File: src/rtl/board_renderer.sv
// Board renderer: snapshots the packed 8x8 board and cursor, then streams one
// VGA pixel write per cycle (filled squares, then a yellow cursor outline).
// Optional cell glyph overlay is enabled by defining BOARD_RENDERER_GLYPH_EN.
module board_renderer #(
  parameter int unsigned SQ_SIZE  = 14,
  parameter int unsigned ORIGIN_X = 8,
  parameter int unsigned ORIGIN_Y = 4
) (
  input  logic         clk,
  input  logic         reset,
  input  logic [384:0] board,
  input  logic [2:0]   cursor_x,
  input  logic [2:0]   cursor_y,
  input  logic         start,
  output logic [7:0]   x,
  output logic [6:0]   y,
  output logic [2:0]   colour,
  output logic         plot,
  output logic         busy,
  output logic         done
);

  localparam int unsigned PW     = $clog2(SQ_SIZE);
  localparam int unsigned CELL_W = 6;
  localparam int unsigned SNAP_W = 64 * CELL_W;
  localparam logic [PW-1:0] LAST = PW'(SQ_SIZE - 1);

  typedef enum logic [2:0] {S_IDLE, S_FETCH, S_FILL, S_CURSOR, S_DONE} state_t;

  state_t state_q, state_d;

  logic [SNAP_W-1:0] snap_q, snap_d;
  logic [2:0]        cx_q, cx_d, cy_q, cy_d;
  logic [5:0]        idx_q, idx_d;
  logic [PW-1:0]     px_q, px_d, py_q, py_d;
  logic [2:0]        fill_q, fill_d;
  logic [7:0]        x_q, x_d;
  logic [6:0]        y_q, y_d;
  logic [2:0]        colour_q, colour_d;
  logic              plot_q, plot_d, busy_q, busy_d, done_q, done_d;

  logic       board_unused;
  logic       last_px, last_py, last_pix, border;
  logic [5:0] cell_code;
  logic [2:0] sq_x, sq_y;

  assign board_unused = board[384];
  assign last_px   = (px_q == LAST);
  assign last_py   = (py_q == LAST);
  assign last_pix  = last_px && last_py;
  assign border    = (px_q == '0) || (py_q == '0) || last_px || last_py;
  assign cell_code = snap_q[9'(idx_q) * 9'(CELL_W) +: CELL_W];
  assign sq_x      = (state_q == S_CURSOR) ? cx_q : idx_q[2:0];
  assign sq_y      = (state_q == S_CURSOR) ? cy_q : idx_q[5:3];

  function automatic logic [2:0] fill_colour(input logic [5:0] code);
    logic [2:0] c;
    if (code == 6'b000000)      c = 3'b000;
    else if (code == 6'b111111) c = 3'b010;
    else if (code[5])           c = 3'b001;
    else                        c = 3'b100;
    return c;
  endfunction

`ifdef BOARD_RENDERER_GLYPH_EN
  localparam int unsigned GX = (SQ_SIZE - 6) / 2;
  localparam int unsigned GY = (SQ_SIZE - 10) / 2;

  // 3x5 font, rows top to bottom, MSB of each row is the left column
  function automatic logic [2:0] glyph_row(input logic [4:0] g, input logic [2:0] r);
    logic [14:0] f;
    logic [2:0]  row;
    case (g)
      5'd1:    f = 15'b111_100_110_100_100;
      5'd2:    f = 15'b110_101_110_101_110;
      5'd3:    f = 15'b111_100_111_001_111;
      5'd4:    f = 15'b111_001_111_100_111;
      5'd5:    f = 15'b111_001_111_001_111;
      5'd6:    f = 15'b111_101_111_001_111;
      5'd7:    f = 15'b111_101_101_101_111;
      default: f = 15'b0;
    endcase
    case (r)
      3'd0:    row = f[14:12];
      3'd1:    row = f[11:9];
      3'd2:    row = f[8:6];
      3'd3:    row = f[5:3];
      default: row = f[2:0];
    endcase
    return row;
  endfunction

  logic       glyph_hit;
  logic [1:0] gcol;
  logic [2:0] grow;

  always_comb begin
    gcol = 2'((px_q - PW'(GX)) >> 1);
    grow = glyph_row(cell_code[4:0], 3'((py_q - PW'(GY)) >> 1));
    glyph_hit = (px_q >= PW'(GX)) && (px_q < PW'(GX + 6)) &&
                (py_q >= PW'(GY)) && (py_q < PW'(GY + 10)) &&
                grow[2'd2 - gcol];
  end
`endif

  always_ff @(posedge clk or posedge reset) begin
    if (reset) state_q <= S_IDLE;
    else       state_q <= state_d;
  end

  always_comb begin
    state_d = state_q;
    case (state_q)
      S_IDLE:   if (start) state_d = S_FETCH;
      S_FETCH:  state_d = S_FILL;
      S_FILL:   if (last_pix) state_d = (idx_q == 6'd63) ? S_CURSOR : S_FETCH;
      S_CURSOR: if (last_pix) state_d = S_DONE;
      S_DONE:   state_d = S_IDLE;
      default:  state_d = S_IDLE;
    endcase
  end

  // Outputs are registered one stage behind the scan counters
  always_comb begin
    snap_d   = snap_q;
    cx_d     = cx_q;
    cy_d     = cy_q;
    idx_d    = idx_q;
    px_d     = px_q;
    py_d     = py_q;
    fill_d   = fill_q;
    x_d      = '0;
    y_d      = '0;
    colour_d = '0;
    plot_d   = 1'b0;
    busy_d   = (state_q != S_IDLE);
    done_d   = (state_q == S_DONE);
    case (state_q)
      S_IDLE: begin
        if (start) begin
          snap_d = board[SNAP_W-1:0];
          cx_d   = cursor_x;
          cy_d   = cursor_y;
          idx_d  = '0;
        end
      end
      S_FETCH: begin
        fill_d = fill_colour(cell_code);
        px_d   = '0;
        py_d   = '0;
      end
      S_FILL, S_CURSOR: begin
        x_d = 8'(ORIGIN_X) + 8'(sq_x) * 8'(SQ_SIZE) + 8'(px_q);
        y_d = 7'(ORIGIN_Y) + 7'(sq_y) * 7'(SQ_SIZE) + 7'(py_q);
        if (state_q == S_FILL) begin
          plot_d   = 1'b1;
          colour_d = fill_q;
`ifdef BOARD_RENDERER_GLYPH_EN
          if (glyph_hit) colour_d = 3'b111;
`endif
          if (last_pix && (idx_q != 6'd63)) idx_d = idx_q + 6'd1;
        end else begin
          plot_d   = border;
          colour_d = 3'b110;
        end
        if (last_px) begin
          px_d = '0;
          py_d = last_py ? '0 : py_q + PW'(1);
        end else begin
          px_d = px_q + PW'(1);
        end
      end
      S_DONE:  idx_d = '0;
      default: ;
    endcase
  end

  always_ff @(posedge clk or posedge reset) begin
    if (reset) begin
      snap_q   <= '0;
      cx_q     <= '0;
      cy_q     <= '0;
      idx_q    <= '0;
      px_q     <= '0;
      py_q     <= '0;
      fill_q   <= '0;
      x_q      <= '0;
      y_q      <= '0;
      colour_q <= '0;
      plot_q   <= 1'b0;
      busy_q   <= 1'b0;
      done_q   <= 1'b0;
    end else begin
      snap_q   <= snap_d;
      cx_q     <= cx_d;
      cy_q     <= cy_d;
      idx_q    <= idx_d;
      px_q     <= px_d;
      py_q     <= py_d;
      fill_q   <= fill_d;
      x_q      <= x_d;
      y_q      <= y_d;
      colour_q <= colour_d;
      plot_q   <= plot_d;
      busy_q   <= busy_d;
      done_q   <= done_d;
    end
  end

  assign x      = x_q;
  assign y      = y_q;
  assign colour = colour_q;
  assign plot   = plot_q;
  assign busy   = busy_q;
  assign done   = done_q;

endmodule

File: config.mk
export PLATFORM = sky130hd
export DESIGN_NAME = board_renderer
export DESIGN_NICKNAME = d
export VERILOG_FILES = /design/src/rtl/board_renderer.sv
export SDC_FILE = /design/constraint.sdc
export NUM_CORES = 1
export LEC_CHECK = 0
export BUFFER_PORTS_ARGS = -buffer_cell sky130_fd_sc_hd__buf_2
export CAP_MARGIN = 40
export CORE_ASPECT_RATIO = 1.2
export CORE_UTILIZATION = 55
export CTS_BUF_LIST = sky130_fd_sc_hd__clkbuf_16
export DETAILED_ROUTE_END_ITERATION = 10
export PLACE_DENSITY = 0.9
export SLEW_MARGIN = 20
export SYNTH_ARGS = -nofsm -noshare
export SYNTH_HDL_FRONTEND = slang
export SYNTH_SLANG_ARGS = --single-unit
File: constraint.sdc
create_clock -name clk -period 16.4 [get_ports clk]
set_input_delay 3.28 -clock clk [delete_from_list [all_inputs] [get_ports clk]]
set_output_delay 3.28 -clock clk [all_outputs]
set_load 0.03 [all_outputs]
Word-level counts from Yosys, hierarchy flattened
Cells that the tools add are included.
{"block": "word_totals", "inputBits": 394, "ff_bits": 431, "wordCells": 82, "output_inout_bits": 21}
{"block": "op_classes", "n_reduce_logical": 17, "add_sub_neg": 7, "mul": 3, "n_shift": 1, "n_mux": 25, "eq_ne": 15}
{"operator": "indexed part select 384 x 10 -> 6 bit", "count": 1}
{"operator": "two-way mux 3 bit", "count": 10}
{"operator": "two-way mux 6 bit", "count": 3}
{"operator": "one-hot mux 6 bit (3 select lines)", "count": 1}
{"operator": "one-hot mux 4 bit (2 select lines)", "count": 2}
{"operator": "== test 6 bit, second input constant", "count": 2}
{"operator": "multiplier 3 x 3 -> 6 bit, second input constant", "count": 2}
{"operator": "two-way mux 4 bit", "count": 3}
{"operator": "inequality test 2 bit, second input constant", "count": 6}
{"operator": "one-hot mux 3 bit (4 select lines)", "count": 1}
{"operator": "adder 4 x 1 -> 4 bit, second input constant", "count": 2}
{"operator": "adder 4 x 7 -> 8 bit, first input constant", "count": 1}
{"operator": "adder 8 x 4 -> 8 bit", "count": 1}
{"operator": "== test 4 bit, second input constant", "count": 2}
{"operator": "zero test 4 bit", "count": 2}
{"operator": "multiplier 6 x 2 -> 8 bit, second input constant", "count": 1}
{"operator": "two-way mux 8 bit", "count": 1}
{"operator": "adder 3 x 7 -> 7 bit, first input constant", "count": 1}
{"operator": "adder 7 x 4 -> 7 bit", "count": 1}
{"operator": "two-way mux 7 bit", "count": 1}
{"operator": "adder 6 x 1 -> 6 bit, second input constant", "count": 1}
{"operator": "== test 3 x 2 -> 1 bit, second input constant", "count": 2}
{"operator": "zero test 6 bit", "count": 1}
{"operator": "inequality test 6 bit, second input constant", "count": 1}
{"operator": "13 further kinds", "count": 19}

Depth between registers and ports, before layout
Gate-level depths: netlist of the first run.
{"block": "logic_depth", "ltp_word": 6, "mapped_depth": 17, "mapped_depth_nobuf": 16}

Least setup slack after synthesis of the first run
No wires, ideal clock.
{"block": "synth_path", "kind": "input-to-reg", "from": "input start", "to": "register snap_q[100]", "path_stages": 6, "required_time_ps": 16275, "path_buffers": 3, "slack_ps": 11782, "setup_ps": 125, "arrival_ps": 4493, "path_cell_list": "inv_1 -> nor2_1 -> clkbuf_1 -> clkbuf_1 -> buf_2 -> mux2_2"}
{"block": "synth_via", "elab_chain_cells": 1}
{"item": "start, declared", "line_no": "14", "rtl": "input logic start,"}
{"item": "AND reduction 2 bit (no line)"}
{"item": "end signal, assigned", "line_no": "194", "rtl": "snap_q <= snap_d;"}
{"item": "end, declared", "line_no": "32", "rtl": "logic [SNAP_W-1:0] snap_q, snap_d;"}
No other way between the ends.
A chain may end at the register's enable or synchronous reset.

Final worst setup path of the first run
{"block": "layout_path", "from": "input start", "to": "register snap_q[60]"}
The elaborated chain is that of the path after synthesis.

==> results of run 1 <==
==> Yosys cell counts, types with 4 or more instances <==
master      n  share of area
dfrtp_1   431           0.53
mux2_2    396           0.22
mux4_2     68          0.076
buf_2      52          0.013
nor2_1     41         0.0076
inv_1      28         0.0052
mux2i_1    28          0.014
nand2_1    24         0.0045
a21oi_1    21         0.0052
ha_1       21          0.013
mux4_1     21          0.027
clkbuf_1   17         0.0032
a22oi_1    13         0.0048
o21ai_0    12         0.0030
nand3_1    11         0.0027
and2_1     10         0.0031
buf_12     10         0.0099
nor3_1     10         0.0025
nor2b_1     8         0.0025
a221oi_1    7         0.0030
buf_4       7         0.0026
xnor2_1     7         0.0030
fa_1        6         0.0059
xor2_1      6         0.0026
a21o_1      5         0.0019
and3_1      5         0.0015
nand4_1     5         0.0015
a22o_1      4         0.0017
nand3b_1    4         0.0015
==> through the flow <==
stage               total power (uW)   util  hold WS [ns]  setup WS, ns  instances
global route                    2420  0.671         0.514         10.93       2262
floorplan                       1300      -         0.451          1.12       1336
finish                          2350  0.671         0.500         11.26       2262
CTS                             2350  0.665         0.501         10.86       2225
detailed placement              1390  0.628         0.486         10.29       2152
global placement                1380  0.623         0.463          9.63       2144
==> cell usage in the layout (no fill, tap or decap), types with 6 or more instances in the layout <==
master,instances
buf_16,8
xnor2_1,7
nand2_1,24
o21ai_0,12
fa_1,6
a22oi_1,13
and2_1,10
mux4_2,68
mux4_1,21
dfrtp_1,428
nor2_1,40
inv_1,39
nand3_1,11
mux2i_1,28
nor3_1,10
a221oi_1,7
mux2_2,396
buf_2,413
clkinv_2,8
nor2b_1,7
ha_1,21
xor2_1,6
a21oi_1,21
buf_4,15
clkbuf_16,45
diode_2,32
==> routing by layer <==
metal / vias up / share of wire
met1: 6766 / 0.38
met2: 559 / 0.51
met5: - / 0.00018
met4: 2 / 0.048
met3: 156 / 0.062
li1: 5778 / -
==> cells by family after synthesis <==
kind of cell	Yosys count
AND/OR/NAND/NOR	140
multiplexers	513
flip-flops	431
buffers and inverters	118
adder cells (fa/ha/maj)	27
XOR/XNOR	13
AO/OA/AOI/OAI	94
==> area by class of cell <==
class / instances / area share
clock inverters: 28 / 0.00926
inverters: 29 / 0.00481
well taps: 468 / 0.0242
flip-flops and latches: 431 / 0.446
multi-input cells: 787 / 0.362
clock buffers: 45 / 0.0466
repair buffers: 442 / 0.104
diodes: 32 / 0.00331
==> report_power, final <==
part | switching, uW | total [uW] | internal (uW)
combinational | 106 | 228 | 121
sequential | 33.3 | 1150 | 1120
clock | 411 | 966 | 555
total | 550 | 2350 | 1800
==> flip-flops by register name (all words and copies together) (netlist names), 3 cells and up <==
name	count
cx_q	3
px_q	4
y	7
cy_q	3
idx_q	6
colour	3
state_q	3
snap_q	384
fill_q	3
x	8
py_q	4
==> critical path, stage by stage <==
cell and delay [ns]:
buf_2 0.12, inv_1 0.07, nor2_4 0.19, buf_4 0.43, buf_12 0.31, buf_4 0.39, buf_16 0.31, mux2_2 0.39
==> path summary, 6_finish.rpt <==
check,to,slack [ns],depth (start not counted)
setup / recovery,snap_q[60]$_DFFE_PP0P_,11.26,8
hold / removal,snap_q[27]$_DFFE_PP0P_,0.50,1
setup reg to reg,y[6]$_DFF_PP0_,12.30,13
hold reg to reg,snap_q[27]$_DFFE_PP0P_,0.50,1
max in group asynchronous,snap_q[214]$_DFFE_PP0P_,11.27,9
min in group asynchronous,snap_q[11]$_DFFE_PP0P_,2.61,2
==> results.cfg, run 1 <==
[clock_network]
cts_made_buffers = 43
cts_setup_buffers = 0
cts_tree = done
cts_resized = 0
clock_path_buffers = 3
clock_sinks = 431
root_buffer = clkbuf_16
h-tree-depth = 2
clkLatencyLatePin_ns = 0.55
path_clk_slew_ns = 0.07
cts_hold_buffers = 0

[finish]
final-seq-area_sq_um = 10800
drive_gt1_frac = 0.558
finalInstanceArea_sq_um = 24200
n_fill_cell = 2449
multi_input_area_sq_um = 8750
syn2layout_area_growth_pct = 19.5
final_nets = 2155

[synth]
synth_edf_count = 0
synth_compound_area_frac = 0.0340
ys.warnings.count = 0
muxShareOfSynthArea = 0.337
ys_seq_area_frac = 0.533
synthesis.area_per_instance_sq_um = 15.2
synth_adder_area_share = 0.0189
syn_inst = 1336
synthSimpleGateAreaFrac = 0.0362
synth_top_family_by_area = multiplexers
synth_nets = 1757
syn-cell-area_sq_um = 20200
synth.distinct_cells = 66
synthArstFlopShare = 1.00
postSynthRegisterBits = 431
synthXorXnorAreaFrac = 0.00563
synthFlopType = dfrtp_1

[grt]
grt_overflow = 0
grt_busiest_layer = met2
grt_pass1_vias = 14300
grt_start_max_net_pins = 155
met3_usage = 0.0578
met1_usage = 0.351
antenna_found_initial = 32
grtUsageMet2 = 0.481
track_usage = 0.288
grt_first_pass_wirelength_microns = 81300

[pwr]
powerDensity_nw_per_um2 = 97.0
p_leak_uw = 0.0115
irDropWorstVdd_uv = 95.7

[sta]
fmax_mhz = 194
maxSlewHeadroom = 0.400
min_period_ns = 5.14
tns_ns = 0
fin_skew_ns = 0.0180
rsz0062_at_grt = no
setup_viol = 0
hold_violations = 0
worst_pin_slew_ns = 0.901
period_share = 0.314
slew_violations = 0

[floorplanning]
core_area_sq_um = 36000
dieWidth_microns = 177
ioPinCount = 415
num_rows = 76
start_util = 0.562
die_area_sq_um = 37600
die_y_microns = 212

[drt]
dr_total_vias = 13300
routed_wl_microns = 54100
viasPerCell = 5.86
ant_nets = 0
drt-pass1-iter-count = 7
drt_iter0_markers = 781
routedWlPerCell_microns = 23.9
drc = 0

[hold_path]
hold_class = reg2reg
holdCritStartpoint = snap_q[27]$_DFFE_PP0P_

[setup_path]
reg2reg_from = state_q[0]$_DFFE_PP0P_
worstPathMaxFanout = 61
cp-start-kind = primary input
worst_ep_required_time_ns = 16.83
arrival_ns = 5.57
critPathKind = in2reg
end_kind = flip-flop
startpoint = start

[placed_design]
hpwl_microns = 38100
io_buffers = 413
place_area_sq_um = 22600
place.gp.congestion = 0.867

[job]
max_cap_violations = 0

[run_status]
status = finished clean
No activity file was read; power rests on OpenSTA's default activity.
==> run 2: changes to the inputs <==
==> constraint.sdc (replaced) <==
create_clock -name clk -period 5.4 [get_ports clk]
set_input_delay 1.08 -clock clk [delete_from_list [all_inputs] [get_ports clk]]
set_output_delay 1.08 -clock clk [all_outputs]
set_load 0.03 [all_outputs]
==> run 2 against run 1 <==
  * Clock skew is 0.0094 ns lower
  * Via count is 0.29% lower
  * Count of clock-buffer cells in the layout stayed put
  * Wire length is 1.3% lower
  * Critical endpoint is now y[6]$_DFF_PP0_
  * Largest cell class unchanged
==> results.cfg, run 2 (synthesis results as in run 1) <==
[finish]
layout_commonest_cell = dfrtp_1
largest_reg_flops = 384
final_cell_mix = dfrtp_1 (428), buf_2 (413), mux2_2 (396), mux4_2 (68), clkbuf_16 (45)
top_register = snap_q
utilization = 0.667
final_nets = 2144
drive_gt1_frac = 0.558
syn2layout_area_growth_pct = 18.8

[sta]
holdWs_ns = 0.495
worst_pin_slew_ns = 1.12
slew_violations = 0
min_period_ns = 4.06
maxSlewHeadroom = 0.253
hold_violations = 0
setup_viol = 0
fmax_mhz = 247
rsz0062_at_grt = no
period_share = 0.751
fin_skew_ns = 0.00858

[floorplanning]
start_util = 0.562
num_rows = 76
ioPinCount = 415
core_area_sq_um = 36000
die_area_sq_um = 37600
dieWidth_microns = 177
die_y_microns = 212

[clock_network]
clock_path_buffers = 3
path_clk_slew_ns = 0.07
cts_tree = done
root_buffer = clkbuf_16
cts_made_buffers = 44
clock_sinks = 431
clkLatencyLatePin_ns = 0.54
h-tree-depth = 2
cts_resized = 0
cts_hold_buffers = 0
cts_setup_buffers = 0

[setup_path]
cp-start-kind = flip-flop
worstPathMaxFanout = 14
worst_ep_required_time_ns = 5.79
end_kind = flip-flop
r2r_cells = 13
arrival_ns = 4.44
critPathKind = reg2reg

[placed_design]
io_buffers = 413
hpwl_microns = 37400
place.gp.congestion = 0.864

[grt]
track_usage = 0.284
grt_first_pass_wirelength_microns = 80400
antenna_found_initial = 38
grt_pass1_vias = 14400
grt_start_max_net_pins = 202
grt_overflow = 0

[pwr]
seqPwrFrac = 0.485
p_leak_uw = 0.0114
pwr-share-clk = 0.421
p_switching_uw = 1700
switching_share = 0.236
powerDensity_nw_per_um2 = 300
irDropWorstVdd_uv = 247
p_int_uw = 5510
p_comb_frac = 0.094

[drt]
drt-pass1-iter-count = 6
routed_wl_microns = 53400
ant_nets = 0
dr_total_vias = 13200
viasPerCell = 5.85
drc = 0
routedWlPerCell_microns = 23.6
drt_iter0_markers = 776

[hold_path]
hold_class = reg2reg
hold_depth = 1

[job]
max_cap_violations = 0

[run_status]
status = finished clean
run 2: cell count changes in the layout (fill, tap and decap cells not counted), moves of 2 or more:
cell,before,now
clkinv_4,0,2
inv_1,39,36
buf_16,8,0
diode_2,32,39
clkinvlp_4,1,3
buf_12,5,8
buf_4,15,7
run 2: cell type report:
type	instances	area (sq um)
clock inverter	32	285
fill	2491	12000
inverter	29	113
timing repair buffer	430	2300
sequential	431	10800
multi-input combinational	787	8750
tap	468	586
antenna	39	97.6
clock buffer	45	1130
run 2: path summary, 6_finish.rpt:
kind | startpoint | end | slack (ns)
max reg2reg | state_q[0]$_DFFE_PP0P_ | y[6]$_DFF_PP0_ | 1.34
min reg2reg | snap_q[272]$_DFFE_PP0P_ | snap_q[272]$_DFFE_PP0P_ | 0.50
max | state_q[0]$_DFFE_PP0P_ | y[6]$_DFF_PP0_ | 1.34
min in group asynchronous | reset | snap_q[16]$_DFFE_PP0P_ | 0.64
min | snap_q[272]$_DFFE_PP0P_ | snap_q[272]$_DFFE_PP0P_ | 0.50
max in group asynchronous | reset | snap_q[332]$_DFFE_PP0P_ | 3.59
run 2: power by group through the flow:
stage | Sequential, uW | Clock (uW) | Combinational (uW)
final | 3500 | 3030 | 681
after global routing | 3510 | 3200 | 741
after CTS | 3490 | 3070 | 688
after detailed placement | 3550 | 0 | 681
after global placement | 3540 | 0 | 653
after floorplan | 3540 | 0 | 404
run 2: metrics by stage:
stage	cell area (sq um)	power, uW	setup slack, ns	TNS [ns]	std cells
finish	24000	7210	1.34	0	2261
global route	24000	7450	1.11	0	2259
CTS	23900	7250	1.39	0	2220
detailed placement	22500	4230	1.43	0	2143
global placement	22500	4190	1.49	0	2142
floorplan	20200	3940	-1.50	-646.23	1336
run 2: critical path: stages (launching register included):
cell      delay [ns]
dfrtp_1         0.59
nand3b_1        0.41
mux2_2          0.46
fa_1            0.56
inv_1           0.04
ha_1            0.28
ha_1            0.33
fa_1            0.46
a21oi_1         0.31
nor4b_1         0.10
a21oi_1         0.12
o21ai_0         0.09
nand2_1         0.08
a21oi_1         0.06
run 2: layer usage:
layer | track usage | part of all wire | wire length (microns) | vias to the layer above
li1 | - | - | - | 5767
met1 | 0.345 | 0.38 | 20300 | 6765
met2 | 0.478 | 0.51 | 27400 | 534
met3 | 0.0511 | 0.056 | 2970 | 157
met4 | 0.158 | 0.050 | 2690 | 0
met5 | 0 | 0 | 0 | -
